`src/rtl/r8_seq_mult_ctrl.sv`:
```
// r8_seq_mult_ctrl
// Sequential controller for a radix-8 Booth multiplier that time-shares one
// partial-product generator. One Booth digit is recoded and accumulated per
// cycle, so a full 16x16 signed product takes six RUN cycles.
//
// Ports:
//   clk, rst            clock, synchronous active-high reset
//   in_valid/in_ready   operand handshake (in_ready only in IDLE)
//   in_a, in_b          signed multiplicand / multiplier
//   gen_a               latched multiplicand driven to the generator
//   prod0..prod4        generator outputs 0, A, 2A, 3A, 4A (32-bit, sign-extended)
//   out_valid/out_ready result handshake (out_valid only in DONE)
//   out_p               accumulator / signed product
//   busy                high while digits are being accumulated
//   dig_idx             digit currently being accumulated (0 outside RUN)
module r8_seq_mult_ctrl #(
  parameter bit SKIP_ZERO = 1'b0
) (
  input  logic        clk,
  input  logic        rst,
  input  logic        in_valid,
  output logic        in_ready,
  input  logic [15:0] in_a,
  input  logic [15:0] in_b,
  output logic [15:0] gen_a,
  input  logic [31:0] prod0,
  input  logic [31:0] prod1,
  input  logic [31:0] prod2,
  input  logic [31:0] prod3,
  input  logic [31:0] prod4,
  output logic        out_valid,
  input  logic        out_ready,
  output logic [31:0] out_p,
  output logic        busy,
  output logic [2:0]  dig_idx
);

  typedef enum logic [1:0] {IDLE, RUN, DONE} state_t;

  state_t      state;
  logic [15:0] a_r;
  // Multiplier with the implicit b[-1]=0 appended at bit 0. It is shifted
  // right arithmetically by 3 per digit, so the current digit window is
  // always bits [3:0] and bits above 18-3i are copies of the sign.
  logic [18:0] b_sh;
  logic [31:0] acc;

  logic [3:0]  win;
  logic [2:0]  mag;
  logic        neg;
  logic [31:0] sel_p;
  logic [31:0] term;
  logic [4:0]  shamt;
  logic [31:0] shifted;
  logic        rest_eq;
  logic        last_dig;

  assign gen_a    = a_r;
  assign out_p    = acc;
  assign in_ready = (state == IDLE) && !rst;

  // Booth recoding of the current 4-bit window into magnitude and sign,
  // then selection, conditional negation and alignment of the term.
  always_comb begin
    win = b_sh[3:0];
    mag = 3'd0;
    unique case (win)
      4'b0000, 4'b1111: mag = 3'd0;
      4'b0001, 4'b0010, 4'b1101, 4'b1110: mag = 3'd1;
      4'b0011, 4'b0100, 4'b1011, 4'b1100: mag = 3'd2;
      4'b0101, 4'b0110, 4'b1001, 4'b1010: mag = 3'd3;
      4'b0111, 4'b1000: mag = 3'd4;
      default: mag = 3'd0;
    endcase
    // 1111 is digit zero, not a negative digit
    neg = win[3] & ~(&win);
    sel_p = prod0;
    unique case (mag)
      3'd1:    sel_p = prod1;
      3'd2:    sel_p = prod2;
      3'd3:    sel_p = prod3;
      3'd4:    sel_p = prod4;
      default: sel_p = prod0;
    endcase
    term    = neg ? (~sel_p + 32'd1) : sel_p;
    shamt   = 5'(dig_idx) * 5'd3;
    shifted = term << shamt;
    // All remaining multiplier bits equal means every later digit is zero
    rest_eq  = (b_sh[18:3] == 16'h0000) || (b_sh[18:3] == 16'hFFFF);
    last_dig = (dig_idx == 3'd5) || (SKIP_ZERO && rest_eq);
  end

  // Control FSM with registered busy/out_valid/dig_idx.
  always_ff @(posedge clk) begin
    if (rst) begin
      state     <= IDLE;
      a_r       <= 16'd0;
      b_sh      <= 19'd0;
      acc       <= 32'd0;
      dig_idx   <= 3'd0;
      busy      <= 1'b0;
      out_valid <= 1'b0;
    end else begin
      unique case (state)
        IDLE: begin
          if (in_valid) begin
            a_r     <= in_a;
            b_sh    <= {in_b[15], in_b[15], in_b, 1'b0};
            acc     <= 32'd0;
            dig_idx <= 3'd0;
            busy    <= 1'b1;
            state   <= RUN;
          end
        end
        RUN: begin
          acc  <= acc + shifted;
          b_sh <= {{3{b_sh[18]}}, b_sh[18:3]};
          if (last_dig) begin
            dig_idx   <= 3'd0;
            busy      <= 1'b0;
            out_valid <= 1'b1;
            state     <= DONE;
          end else begin
            dig_idx <= dig_idx + 3'd1;
          end
        end
        DONE: begin
          if (out_ready) begin
            out_valid <= 1'b0;
            state     <= IDLE;
          end
        end
        default: state <= IDLE;
      endcase
    end
  end

endmodule

```
`config.mk`:
```
export PLATFORM = sky130hd
export DESIGN_NAME = r8_seq_mult_ctrl
export DESIGN_NICKNAME = d
export VERILOG_FILES = /design/src/rtl/r8_seq_mult_ctrl.sv
export SDC_FILE = /design/constraint.sdc
export NUM_CORES = 1
export LEC_CHECK = 0
export BUFFER_PORTS_ARGS = -buffer_cell sky130_fd_sc_hd__buf_2
export CAP_MARGIN = 5
export CORE_MARGIN = 2
export CORE_UTILIZATION = 55
export DETAILED_ROUTE_END_ITERATION = 10
export PLACE_DENSITY = 0.88
export RECOVER_POWER = 100
export SLEW_MARGIN = 20
export SYNTH_ARGS = -nofsm -noshare
export SYNTH_HDL_FRONTEND = slang
export SYNTH_SLANG_ARGS = --single-unit
```
`constraint.sdc`:
```
create_clock -name clk -period 14.5 [get_ports clk]
set_clock_uncertainty 0.2 [all_clocks]
set_input_delay 1.45 -clock clk [delete_from_list [all_inputs] [get_ports clk]]
set_output_delay 1.45 -clock clk [all_outputs]
set_load 0.005 [all_outputs]
```
==> summary.txt <==
Timing
  • Slew Viols, Final: 208
  • Setup violators final: 0
  • Min Tclk post-route: a little over 10 ns
  • RSZ-0062 raised after global routing: no
  • Setup tns final: 0 ns
  • Fmax: roughly 97 MHz
  • Worst-Margin Slew: 3.05 ns
  • Hold WS: 0.258 ns
  • Final hold viol count: 0
  • Final period util: 71.4%
  • Worst slew margin: -104%

Synth
  • Main synth FF type: dfxtp_1
  • Seq/Total Area, Yosys: 17.7%
  • Post-Syn Instances: about 1200
  • Post-synth ARST share: 0%
  • Syn_area_per_cell: approximately 7.4 um2
  • Post-synthesis cell type count: roughly 80
  • Synth Warn #: 0
  • Top cells by area, synth: dfxtp_1 18%, a21oi_1 6.8%, ha_1 6.4%
  • Seq cells post-synth: 76
  • Top cell type's share of synthesized area: between 10% and 20%
  • Post-synth top area cell: dfxtp_1
  • Post-Syn Area: between 0.008 and 0.009 mm2
  • Syn nets: 1400
  • EDFF count, synth: 0

Finish
  • Area growth from synthesis to layout: 17.1%
  • Ant diodes: 0
  • Layout cell share with drive strength beyond 1: 21.1%
  • Fillers: 1397
  • Final Net Count: 1595

CTS
  • Clk sink count: 76
  • CTS tree: yes
  • Skew-Pair Late Insertion Delay: 0.34 ns
  • CTS Buf Count: 9
  • # resized after CTS: 0
  • Clock Pin Slew Worst Setup and Hold Paths: 0.07 ns
  • H-tree levels: 3
  • Clk root buf: clkbuf_16
  • Postcts setup bufs: 0
  • Hold_buf cts: 0
  • Clock buffer depth: 2

GRT
  • Total track usage: 31.8%
  • Global-route wire length before repair: 43200 um
  • Initial antenna violation count: 0
  • Vias in the first global route: 8983
  • Pin count of the biggest net entering global routing: between 60 and 70
  • Total gr overflow: 0

Route
  • Antenna-violating nets left: 0
  • Via count: 9737
  • Detailed-route wire length: 27100 um
  • Detailed Route Iter0 Violations: ~1000
  • Routed length per instance: ~18 um
  • DRC: 0
  • Via/cell ratio: 6.30
  • Pre-antenna DRT Iters: 9

Power
  • Pwr Total: 1.18 mW
  • Max VDD drop: 81.9 uV
  • Leak: 4.40 nW
  • Power Density: 117 mW/mm2

Floorplanning
  • Initial Util: a little under three fifths
  • Die area: about 0.017 mm2
  • Die Ht: 129 um
  • # IOs: 250
  • Core area: approximately 0.015 mm2
  • DIE WIDTH: about 130 um
  • Site Rows: 45

Setup path
  • Crit-path max FO: between 60 and 70
  • Slowest-stage cell, CP: clkbuf_1
  • Worst Path Arrival: 10.39 ns
  • Critical path type: reg2reg
  • Most used cell, CP: a21oi_1
  • Max incr delay on CP: 2.14 ns
  • Worst Path Required: 14.54 ns
  • Critical register-to-register path startpoint: mag[0]
  • Crit. Startpoint: mag[0]
  • Crit. End Element: flop
  • Worst Setup Start Kind: flop

Outcome
  • Status: complete, but fails checks
  • Failing checks: max-capacitance violations, max-slew violations

Hold path
  • Worst Min Path Start: gen_a[13]
  • Hold Crit Class: reg2reg

Run
  • Total of max-cap violations: 5

Place
  • HPWL after DPL: between 20000 and 25000 um
  • GPL Wtd Cong: 0.971
  • Port Buf Inserts: 249
[final timing paths]
| path | endpoint | slack (ns) | cells after the start |
|---|---|---|---|
| max | out_p[31] | 4.15 | 27 |
| max reg2reg | out_p[31] | 4.15 | 27 |
| min | gen_a[13] | 0.26 | 2 |
| min reg2reg | gen_a[13] | 0.26 | 2 |
[worst max-delay path: cells and delay by family (launching register included)]
kind | cells | cell delay, ns
buf+inv | 1 | 2.14
compound gates | 15 | 2.86
mux | 2 | 0.47
flops | 1 | 0.31
xor+xnor | 1 | 0.30
simple gates | 7 | 3.54
fa+ha+maj | 1 | 0.39
[cell usage in the layout, fill, tap and decap left out, types with 11 or more instances in the layout]
| cell | Yosys | final |
|---|---|---|
| mux2_2 | 18 | 17 |
| nand2_1 | 136 | 136 |
| a211oi_1 | 15 | 15 |
| xnor2_1 | 37 | 37 |
| buf_4 | 5 | 12 |
| clkbuf_1 | 59 | 45 |
| a21oi_1 | 117 | 117 |
| dfxtp_1 | 76 | 74 |
| nand3_1 | 18 | 18 |
| a21o_1 | 21 | 21 |
| buf_2 | 5 | 206 |
| a222oi_1 | 11 | 11 |
| xor2_1 | 23 | 23 |
| ha_1 | 44 | 44 |
| nor3_1 | 23 | 23 |
| o22ai_1 | 18 | 18 |
| a22oi_1 | 32 | 32 |
| mux2i_1 | 45 | 45 |
| inv_1 | 26 | 26 |
| a31oi_1 | 17 | 17 |
| nor2b_1 | 12 | 11 |
| nand3b_1 | 25 | 25 |
| o211ai_1 | 14 | 14 |
| and3_1 | 12 | 12 |
| nor2_1 | 136 | 136 |
| o21ai_0 | 50 | 50 |
| mux4_2 | 17 | 17 |
[where the power goes]
part	switching (mW)	internal, mW	total, mW
Combinational	0.405	0.296	0.702
Sequential	0.0210	0.232	0.253
Clock	0.103	0.120	0.223
[per-stage QoR]
| step | cells | util (%) | setup WS (ns) | area, um2 |
|---|---|---|---|---|
| CTS | 1546 | 66.6 | 6.61 | 10100 |
| detailed placement | 1530 | 64.7 | 6.55 | 9840 |
| global placement | 1530 | 64.7 | 6.79 | 9840 |
| global route | 1546 | 66.1 | 3.29 | 10000 |
| floorplan | 1158 | - | 7.53 | 8580 |
| finish | 1546 | 66.1 | 4.15 | 10000 |
[routing by layer]
layer / up-vias / track usage [%] / wire length [um]
met3: 65 / 6.90 / 2250
met5: - / 0 / 0
met1: 4562 / 42.2 / 11500
met4: 0 / 8.70 / 626
li1: 4675 / - / -
met2: 435 / 52.5 / 12800
[layout make-up]
cell class              count  area (um2)  area share [%]
clock buffers               9         225            2.24
clock inverters             7        65.1           0.647
inverters                  29         109            1.08
multi-input cells         972        6590            65.6
flip-flops and latches     76        1520            15.2
well taps                 188         235            2.34
repair buffers            265        1300            12.9
[synth_stat cells, types with 14 or more instances]
master      n
a211oi_1   15
nor2_1    136
xnor2_1    37
dfxtp_1    76
nor3_1     23
mux4_2     17
o22ai_1    18
mux2i_1    45
a22oi_1    32
clkbuf_1   59
o21ai_0    50
nand2_1   136
nand3_1    18
nand3b_1   25
ha_1       44
o211ai_1   14
a21o_1     21
a21oi_1   117
xor2_1     23
a31oi_1    17
inv_1      26
mux2_2     18
[registers in the layout, summed over array words and instances, names as in the netlist]
register	flops
out_p	32
b_sh	18
mag	3
busy	1
gen_a	16
dig_idx	3
state	2
out_valid	1
[kinds of logic after synthesis]
logic type,Yosys count,synth area share (%)
simple gates,405,22.1
compound gates,381,29.6
buf+inv,110,5.47
mux,80,12.1
flops,76,17.7
xor+xnor,60,6.12
fa+ha+maj,46,6.88
No activity file was read; power rests on OpenSTA's default activity.
